File: config.mk
export PLATFORM = sky130hd
export DESIGN_NAME = alu_arbiter
export DESIGN_NICKNAME = d
export VERILOG_FILES = /design/src/rtl/alu_arbiter.sv
export SDC_FILE = /design/constraint.sdc
export NUM_CORES = 1
export LEC_CHECK = 0
export CORE_MARGIN = 4
export CORE_UTILIZATION = 35
export DETAILED_ROUTE_END_ITERATION = 8
export PLACE_DENSITY = 0.76
export SYNTH_ARGS = -nofsm -noshare
export SYNTH_HDL_FRONTEND = slang
export SYNTH_SLANG_ARGS = --single-unit
File: constraint.sdc
create_clock -name clk -period 1.3 [get_ports clk]
set_input_delay 0.13 -clock clk [delete_from_list [all_inputs] [get_ports clk]]
set_output_delay 0.13 -clock clk [all_outputs]
set_load 0.02 [all_outputs]
File: src/rtl/alu_arbiter.sv
// Round-robin arbiter that shares one multi-cycle ALU between two requesters.
// Optional WAIT-state abort is enabled by defining ALU_ARB_TIMEOUT_EN.
module alu_arbiter #(
    parameter int unsigned TIMEOUT_CYCLES = 64
) (
    input  logic        clk,
    input  logic        reset,
    input  logic        req0_valid,
    input  logic [1:0]  req0_op,
    input  logic [7:0]  req0_a,
    input  logic [7:0]  req0_b,
    output logic        req0_ack,
    input  logic        req1_valid,
    input  logic [1:0]  req1_op,
    input  logic [7:0]  req1_a,
    input  logic [7:0]  req1_b,
    output logic        req1_ack,
    output logic [7:0]  alu_operand_a,
    output logic [7:0]  alu_operand_b,
    output logic [1:0]  alu_operation,
    output logic        alu_start,
    input  logic [15:0] alu_result,
    input  logic        alu_ready,
    input  logic        alu_overflow,
    input  logic        alu_zero,
    output logic        resp_valid,
    output logic        resp_id,
    output logic [15:0] resp_result,
    output logic        resp_overflow,
    output logic        resp_zero,
    output logic        resp_error,
    output logic        busy
);
    localparam int unsigned OP_W  = 2;
    localparam int unsigned DAT_W = 8;
    localparam int unsigned RES_W = 16;

    if (TIMEOUT_CYCLES == 0) begin : g_bad_timeout
        $error("TIMEOUT_CYCLES must be at least 1");
    end

    typedef enum logic [1:0] {S_IDLE, S_ISSUE, S_WAIT, S_RESP} state_e;

    state_e             state_q, state_d;
    logic               last_q, last_d;
    logic               id_q, id_d;
    logic               grant_id;
    logic [OP_W-1:0]    op_q, op_d;
    logic [DAT_W-1:0]   a_q, a_d, b_q, b_d;
    logic               ack0_q, ack0_d, ack1_q, ack1_d;
    logic               start_q, start_d;
    logic               rvalid_q, rvalid_d;
    logic               rid_q, rid_d;
    logic [RES_W-1:0]   rres_q, rres_d;
    logic               rovf_q, rovf_d, rzero_q, rzero_d;
    logic               busy_q, busy_d;
`ifdef ALU_ARB_TIMEOUT_EN
    localparam int unsigned CNT_W = (TIMEOUT_CYCLES > 1) ? $clog2(TIMEOUT_CYCLES) : 1;
    logic [CNT_W-1:0]   cnt_q, cnt_d;
    logic               rerr_q, rerr_d;
`endif

    // Both pending: the one not served last wins; otherwise the lone requester.
    assign grant_id = (req0_valid && req1_valid) ? ~last_q : req1_valid;

    always_comb begin
        state_d  = state_q;
        last_d   = last_q;
        id_d     = id_q;
        op_d     = op_q;
        a_d      = a_q;
        b_d      = b_q;
        ack0_d   = 1'b0;
        ack1_d   = 1'b0;
        start_d  = 1'b0;
        rvalid_d = 1'b0;
        rid_d    = rid_q;
        rres_d   = rres_q;
        rovf_d   = rovf_q;
        rzero_d  = rzero_q;
`ifdef ALU_ARB_TIMEOUT_EN
        cnt_d    = cnt_q;
        rerr_d   = rerr_q;
`endif
        case (state_q)
            S_IDLE: begin
                if (req0_valid || req1_valid) begin
                    state_d = S_ISSUE;
                    id_d    = grant_id;
                    last_d  = grant_id;
                    op_d    = grant_id ? req1_op : req0_op;
                    a_d     = grant_id ? req1_a  : req0_a;
                    b_d     = grant_id ? req1_b  : req0_b;
                    ack0_d  = ~grant_id;
                    ack1_d  = grant_id;
                    start_d = 1'b1;
                end
            end
            S_ISSUE: begin
                state_d = S_WAIT;
`ifdef ALU_ARB_TIMEOUT_EN
                cnt_d   = '0;
`endif
            end
            S_WAIT: begin
                if (alu_ready) begin
                    state_d  = S_RESP;
                    rvalid_d = 1'b1;
                    rid_d    = id_q;
                    rres_d   = alu_result;
                    rovf_d   = alu_overflow;
                    rzero_d  = alu_zero;
`ifdef ALU_ARB_TIMEOUT_EN
                    rerr_d   = 1'b0;
                end else if (cnt_q == CNT_W'(TIMEOUT_CYCLES - 1)) begin
                    state_d  = S_RESP;
                    rvalid_d = 1'b1;
                    rid_d    = id_q;
                    rres_d   = '0;
                    rovf_d   = 1'b0;
                    rzero_d  = 1'b0;
                    rerr_d   = 1'b1;
                end else begin
                    cnt_d    = cnt_q + CNT_W'(1);
`endif
                end
            end
            S_RESP:  state_d = S_IDLE;
            default: state_d = S_IDLE;
        endcase
        busy_d = (state_d != S_IDLE);
    end

    always_ff @(posedge clk or negedge reset) begin
        if (!reset) begin
            state_q  <= S_IDLE;
            last_q   <= 1'b1;
            id_q     <= 1'b0;
            op_q     <= '0;
            a_q      <= '0;
            b_q      <= '0;
            ack0_q   <= 1'b0;
            ack1_q   <= 1'b0;
            start_q  <= 1'b0;
            rvalid_q <= 1'b0;
            rid_q    <= 1'b0;
            rres_q   <= '0;
            rovf_q   <= 1'b0;
            rzero_q  <= 1'b0;
            busy_q   <= 1'b0;
`ifdef ALU_ARB_TIMEOUT_EN
            cnt_q    <= '0;
            rerr_q   <= 1'b0;
`endif
        end else begin
            state_q  <= state_d;
            last_q   <= last_d;
            id_q     <= id_d;
            op_q     <= op_d;
            a_q      <= a_d;
            b_q      <= b_d;
            ack0_q   <= ack0_d;
            ack1_q   <= ack1_d;
            start_q  <= start_d;
            rvalid_q <= rvalid_d;
            rid_q    <= rid_d;
            rres_q   <= rres_d;
            rovf_q   <= rovf_d;
            rzero_q  <= rzero_d;
            busy_q   <= busy_d;
`ifdef ALU_ARB_TIMEOUT_EN
            cnt_q    <= cnt_d;
            rerr_q   <= rerr_d;
`endif
        end
    end

    assign req0_ack      = ack0_q;
    assign req1_ack      = ack1_q;
    assign alu_operand_a = a_q;
    assign alu_operand_b = b_q;
    assign alu_operation = op_q;
    assign alu_start     = start_q;
    assign resp_valid    = rvalid_q;
    assign resp_id       = rid_q;
    assign resp_result   = rres_q;
    assign resp_overflow = rovf_q;
    assign resp_zero     = rzero_q;
    assign busy          = busy_q;
`ifdef ALU_ARB_TIMEOUT_EN
    assign resp_error    = rerr_q;
`else
    assign resp_error    = 1'b0;
`endif

endmodule

-- After elaboration in Yosys (flattened, before gate mapping)
Cells that the tools add are included.
- input port bits: 59
- memory bits (writable): 0
- logic and storage cells: 41
- output and inout bits: 43
- memories kept: 0
- register bits: 46
- bits in read-only memories: 0
- bits in latches: 0
- divide/modulo/power cells: 0
- magnitude comparators: 0
- bitwise logic cells: 2
- $mul: 0
- reductions and logical operators: 6
- eq/ne operators: 3
- add/subtract/negate cells: 0
- muxes and demuxes: 15
- shift operators: 0
- operators with widths (operator ; count):
    $mux 8 ; 2
    $mux 1 ; 9
    $pmux 2 s4 ; 1
    $mux 2 ; 3
    $eq 2x2->1 const B ; 2
    $reduce_and 2->1 ; 2
    $eq 2x1->1 const B ; 1
    $logic_not 2->1 ; 1
    $not 1->1 ; 2
    $reduce_bool 2->1 ; 1
    $logic_and 1x1->1 ; 1
    $logic_or 1x1->1 ; 1

-- Longest topological paths before layout
- depth after elaboration: 5
- gate-level depth with buffers: 7
- mapped depth without buffers: 6

-- Least setup slack after synthesis
No wires, ideal clock.
- path kind: register -> register
- start point: register state_q[0]
- end point: register a_q[2], in the netlist alu_operand_a[2]
- setup time: 126 ps
- period minus slack after synthesis: 1291 ps
- cell stages (with the launch flop): 6
- path buffers: 1
- arrival: 1165 ps
- slack: 9 ps
- required time: 1174 ps
- cells stage by stage: dfrtp_1 > inv_1 > ha_1 > o21ai_2 > buf_4 > a221o_1
- word-level cells in the longest chain between the ends: 2
- RTL lines (item ; RTL line ; source):
    start: declaration ; 44 ; state_e state_q, state_d;
    start signal: assignment ; 156 ; state_q <= state_d;
    $logic_not 2->1 ; 85 ; case (state_q)
    $reduce_and 2->1 (no line) ; -- ;
    end signal: assignment ; 140 ; a_q <= '0;
    end signal: assignment ; 160 ; a_q <= a_d;
    end: declaration ; 49 ; logic [DAT_W-1:0] a_q, a_d, b_q, b_d;
Every way passes these cells.
A chain may end at the register's enable or synchronous reset.

-- Final worst setup path
- start point: register state_q[0]
- end point: register b_q[6], in the netlist alu_operand_b[6]
- word-level cells in the longest chain between the ends: 2
- RTL lines (item ; RTL line ; source):
    $logic_not 2->1 ; 85 ;
    $reduce_and 2->1 (no line) ; -- ;
    end signal: assignment ; 141 ; b_q <= '0;
    end signal: assignment ; 161 ; b_q <= b_d;
    end: declaration ; 49 ;
Every way passes these cells.

==> reports/summary.txt <==
Final Non-Filler Cells -> 341
Worst-path clk slew -> 90 ps
Worst reg2reg path depth -> 7
Fin crit share -> 102.9%
CP max FO -> 12
Count of pins over their slew limit -> 0
Sequence of cells on the critical path -> inv_2 -> ha_4 -> o21ai_4 -> buf_6 -> buf_8 -> a21oi_1 -> a21oi_1
Int Power -> 4.419 mW
Synthesized instance count -> 155
Mapped Nets -> 216
Synthesized area per cell -> 12.10 um2
CP required -> 1480 ps
Io pins -> 102
Netlist cell types -> 23
Core area -> 5140 um2
Worst Skew -> 5.101 ps
Clock network fraction of design power -> 11.6%
RSZ-0062 raised after global routing -> true
Fin crit period -> 1337 ps
Most frequent cells in the layout -> clkdlybuf4s50_1, dfrtp_1, dlygate4sd2_1
DR DRC count -> 0
Max Fclk -> 0.7477 GHz
Row cnt -> 26
Ant. Diodes -> 0
Number of I/O port buffers -> 100
Uppermost layer routed -> met4
Drt total wl -> 5.268 mm
# nets final -> 331
Initial Util -> 36.49%
FF-to-FF Start -> state_q[0]$_DFF_PN0_
Layout cells sized above 1 -> 27.68%
CP Launch Type -> register
Vias in the first global route -> 1724
NetSw -> 2.900 mW
Pre-antenna DRT Iters -> 4
Worst endpoint data arrival time -> 1520 ps
Antenna Nets Post-Route -> 0
Crit end category -> register
Leak -> 1.443 nW
Largest net degree at the start of global routing -> 47
Sequential share of the synthesized area -> 61.44%
Hold Path Class -> in -> async
Detail Route met3 WL -> 314 um
Crit path largest cell delay -> 380 ps
CTS Sinks -> 46
GRT Resource Usage Total -> 16.32%
First-pass GRT wire length -> 8.217 mm
Most common cell after layout, fill and taps aside -> clkdlybuf4s50_1
Placed insts -> 329
Inserted Clock Buffers -> 5
Die area -> 6594 um2
Maximum clock path buffer count -> 2
Sequential share of power -> 33.9%
Status -> complete, but fails checks
Vias per cell -> 4.745
GPL Wtd Cong -> 0.7375
Fin util -> 63.12%
Die outline height -> 81.21 um
M1 WL -> 2.099 mm
Seq cells post-synth -> 46
Flop2flop setup slack -> -40 ps
Worst VDD drop -> 1.142 mV
Most used cell, CP -> a21oi_1
Met2 WL -> 2.790 mm
Initial antenna violation count -> 0
Layout area overhead -> 72.98%
Final hold vios -> 0
Failing checks -> negative setup slack
Root Driver -> clkbuf_8
Comb pwr share -> 54.5%
WL per Instance -> 15.45 um
Setup violators final -> 36
Post-Syn Area -> 1876 um2
Post-DP HPWL -> 3.763 mm
Vias -> 1618
Worst-Skew Late Latency -> 290 ps
Critical path's slowest cell -> dfrtp_1
Yosys warns -> 0
Cell Pwr Density -> 2256 nW/um2
Max-cap check violation count -> 0
Fill cells -> 442
Sw frac -> 39.62%
Final Worst Setup Slack -> -37.36 ps
Die boundary width -> 81.21 um
Initial DRC count -> 51
CTS tree -> built
R2r endpoint -> alu_operand_b[6]$_DFFE_PN0P_
Deepest level of the CTS H-tree -> 2
GRT overflow -> 0
Kind of critical path -> reg -> reg
-- cell usage after synthesis, drive strengths merged --
master | count | area share, %
a21o | 1 | 0.40
a221o | 6 | 3.2
nand2b | 1 | 0.33
inv | 4 | 0.80
a31oi | 2 | 0.67
nor2 | 14 | 2.8
conb | 1 | 0.20
nand2 | 13 | 2.6
a21bo | 1 | 0.53
dfstp | 1 | 1.4
mux2 | 19 | 11
buf | 9 | 3.7
and3 | 6 | 2.0
a21oi | 25 | 6.7
clkbuf | 1 | 0.20
or2 | 1 | 0.33
and2 | 1 | 0.33
o21ai | 1 | 0.47
dfrtp | 45 | 60
ha | 2 | 1.3
a21boi | 1 | 0.60
-- flip-flops by register name (all words and copies together) (netlist names) --
register,flops
resp_id,1
resp_overflow,1
busy,1
alu_operation,2
req0_ack,1
alu_operand_a,8
alu_operand_b,8
resp_result,16
last_q,1
state_q,2
req1_ack,1
alu_start,1
id_q,1
resp_zero,1
resp_valid,1
-- layout make-up --
type | instances | area (um2) | share of cell area, %
clock buffer | 5 | 68.82 | 2.121
clock inverter | 3 | 21.27 | 0.6556
inverter | 4 | 18.77 | 0.5785
multi-input combinational | 95 | 763.2 | 23.52
sequential | 46 | 1152 | 35.52
tap | 70 | 87.58 | 2.700
timing repair buffer | 117 | 1125 | 34.67
timing repair inverter | 1 | 7.507 | 0.2314
-- worst max-delay path by stage --
stage                         startpoint                            to
floorplan           state_q[0]$_DFF_PN0_  alu_operand_a[2]$_DFFE_PN0P_
global placement              req1_valid  alu_operation[0]$_DFFE_PN0P_
detailed placement            req0_valid  alu_operand_b[4]$_DFFE_PN0P_
CTS                 state_q[1]$_DFF_PN0_  alu_operand_b[0]$_DFFE_PN0P_
global route        state_q[0]$_DFF_PN0_  alu_operand_a[7]$_DFFE_PN0P_
finish              state_q[0]$_DFF_PN0_  alu_operand_b[6]$_DFFE_PN0P_
-- metal layers --
metal,up-vias,global-route usage [%]
met5,-,0
met4,0,4.392
met3,9,3.880
met2,59,29.39
met1,781,19.37
li1,769,-
-- worst max-delay path: cells and delay by family (launching register included) --
family          cells  cell delay (ps)
compound gates      3              270
fa+ha+maj           1              180
buf+inv             3              390
flops               1              380
-- cells by family (layout without fill, tap and decap cells) --
kind of cell    Yosys count  in the layout  synth area share, %
flops                    46             46                61.44
buf+inv                  14            130                4.669
simple gates             36             36                8.407
compound gates           37             37                12.54
mux                      19             19                11.41
other cells               1              1               0.1999
fa+ha+maj                 2              2                1.334
-- power groups by stage --
stage | Clock, mW | Sequential, mW | Combinational [mW]
floorplan | 0 | 3.29 | 1.27
global placement | 0 | 2.50 | 3.93
detailed placement | 0 | 2.51 | 4.03
CTS | 0.887 | 2.49 | 3.87
global route | 0.958 | 2.56 | 4.30
finish | 0.851 | 2.48 | 3.99
-- per-stage QoR --
stage	TNS [ps]	hold slack (ps)	setup slack, ps	power (mW)	cell area, um2
after CTS	-113.5	344.6	-20.43	7.242	3187
after global placement	-4840	132.0	-215.9	6.429	3017
after detailed placement	-5564	134.3	-272.2	6.545	3017
after global routing	-2898	360.8	-108.8	7.825	3244
final	-619.2	352.5	-37.36	7.319	3244
after floorplan	0	-165.6	8.717	4.560	1876
-- what timing repair did --
action / CTS / global route
hold buffers: 1 / 0
cloned: 1 / 0
endpoints found under the hold margin: 45 / 0
pin swaps: 10 / 5
setup endpoints to repair: 81 / 38
setup buffers: 1 / 2
gates resized for setup: 71 / 10
(Power assumes the default switching activity.)
==> edit: new RTL, same flow settings <==
The 4 states of `state_e` get a one-hot encoding in 4 bits.
--- a/src/rtl/alu_arbiter.sv
+++ b/src/rtl/alu_arbiter.sv
@@ -41,3 +41,3 @@
 
-    typedef enum logic [1:0] {S_IDLE, S_ISSUE, S_WAIT, S_RESP} state_e;
+    typedef enum logic [3:0] {S_IDLE = 4'b0001, S_ISSUE = 4'b0010, S_WAIT = 4'b0100, S_RESP = 4'b1000} state_e;
 
Behaviour: same outputs for any inputs over 10 cycles, from zero or initial values and one cycle with reset low; not proved beyond that.
==> edit against the unedited design <==
  * The run still ends with negative setup slack left
  * Design area up 4.6%
  * Core utilization down 2.2 points
  * Clock skew up 1.2 ps
  * Via count up 3.6%
  * Synthesized area up 8.7%
  * Sequential power up 5%
  * Total power up 5.9%
  * Routed wire length up 0.13%
  * Sequential cell count up 2
  * Worst setup slack worse by 230 ps
  * Combinational power up 2%
  * Critical path type unchanged
  * Critical endpoint is now alu_operation[1]
  * Highest routed layer unchanged
==> edit: results <==
export IMPL_final_cell_count_no_fill=347
export IMPL_clk_pin_slew_ps=90
export IMPL_crit_start="state_q[0]"
export IMPL_synth_compound_area_share_pct=10.1
export IMPL_synth_cell_type_count=27
export IMPL_cts_max_level=2
export IMPL_synthAdderAreaFrac_pct=0
export IMPL_largest_reg_flops=16
export IMPL_yosys_warnings=0
export IMPL_cp_slowest_cell="dfstp_2"
export IMPL_cp_arrival_ps=1810
export IMPL_place_congestion=0.682
export IMPL_cts_buffers_inserted=5
export IMPL_cts_root_buffer="clkbuf_8"
export IMPL_post_dp_cell_area_um2=3190
export IMPL_syn_inst=159
export IMPL_hold_path_class="input pin to asynchronous set/reset pin"
export IMPL_status="complete, but fails checks"
export IMPL_setup_ws_ps=-268
export IMPL_setup_viol=43
export IMPL_cpLargestDelayFamily="simple AND/OR/NAND/NOR gates"
export IMPL_drive_above_1_share_pct=26.5
export IMPL_crit_fanout=8
export IMPL_numPortBuffers=100
export IMPL_antenna_found_initial=0
export IMPL_drt_initial_drc_count=89
export IMPL_peakVddDrop_v=0.00101
export IMPL_synthMuxAreaShare_pct=10.5
export IMPL_violations="negative setup slack"
export IMPL_grt_max_degree=49
export IMPL_cts_buffer_depth=2
export IMPL_firstDrtPassIters=4
export IMPL_wl_um=5280
export IMPL_setup_tns_ps=-8200
export IMPL_clk_latency_ps=300
export IMPL_grt_pass1_wl_um=8450
export IMPL_dpl_worst_slack_ps=-317
export IMPL_synth_xor_area_share_pct=0.430
export IMPL_synth_nets=218
export IMPL_yosysSeqAreaShare_pct=59.1
export IMPL_ys_top_cells_by_count="dfrtp_1 (46), nand2_1 (21), mux2_2 (19), a221o_1 (18)"
export IMPL_p_leak_uw=0.00160
export IMPL_via_per_inst=4.83
export IMPL_layout_nets=333
export IMPL_async_flop_share_pct=100
export IMPL_slowest_delay_ps=560
export IMPL_synthTopCellsByArea="dfrtp_1 (56%), mux2_2 (10%), a221o_1 (8.8%)"
export IMPL_antenna_cells=0
export IMPL_grt_pass1_vias=1705
export IMPL_grt_total_usage_pct=14.6
export IMPL_skew_ps=6.30
export IMPL_place_hpwl_um=3770
## edit: cell families (layout without fill, tap and decap cells)
family | count (synthesis) | after routing
other | 1 | 1
multiplexers | 19 | 19
buffers and inverters | 18 | 133
XOR/XNOR | 1 | 1
AND/OR/NAND/NOR | 50 | 51
AO/OA/AOI/OAI | 22 | 22
flip-flops | 48 | 48
## edit: worst reg2reg max path, cell delays in order (launching register included)
cell and delay, ps:
dfstp_2 560, or4b_4 530, buf_12 180, nor3_2 110, a221o_1 130
## edit: area by class of cell
cell class                      instances  area, um^2
Fill cell                             479        2180
Sequential cell                        48        1210
Timing Repair Buffer                  120        1160
Multi-Input combinational cell         94         808
Tap cell                               72        90.1
Clock buffer                            6        72.6
Clock inverter                          2        35.0
Inverter                                5        21.3
## edit: timing repair
item | 4_1_cts | 5_1_grt
resized for setup | 51 | 14
endpoints found under the hold margin | 46 | 0
hold buffers | 1 | 0
pin swaps | 2 | 1
endpoints found under the setup margin | 84 | 45
gates cloned | 1 | 0
buffers inserted | 2 | 2
## edit: worst paths after layout
path / to / slack [ps] / cells after the start
max: alu_operation[1] / -270 / 4
min: alu_operand_b[1] / 340 / 3
max reg2reg: alu_operation[1] / -270 / 4
min reg2reg: resp_result[5] / 500 / 1
max in group asynchronous: last_q / 680 / 3
min in group clk: resp_result[8] / 440 / 2
## edit: routing by layer
metal	share of wire, %	global-route usage, %
met1	42	18.8
met2	50	24.0
met3	7.6	4.61
met4	0.85	3.51
met5	0	0
## edit: report_power, final
| part | total, uW | internal, uW | switching, uW |
|---|---|---|---|
| Sequential | 2610 | 2230 | 386 |
| Combinational | 4070 | 2010 | 2060 |
| Clock | 1070 | 571 | 495 |
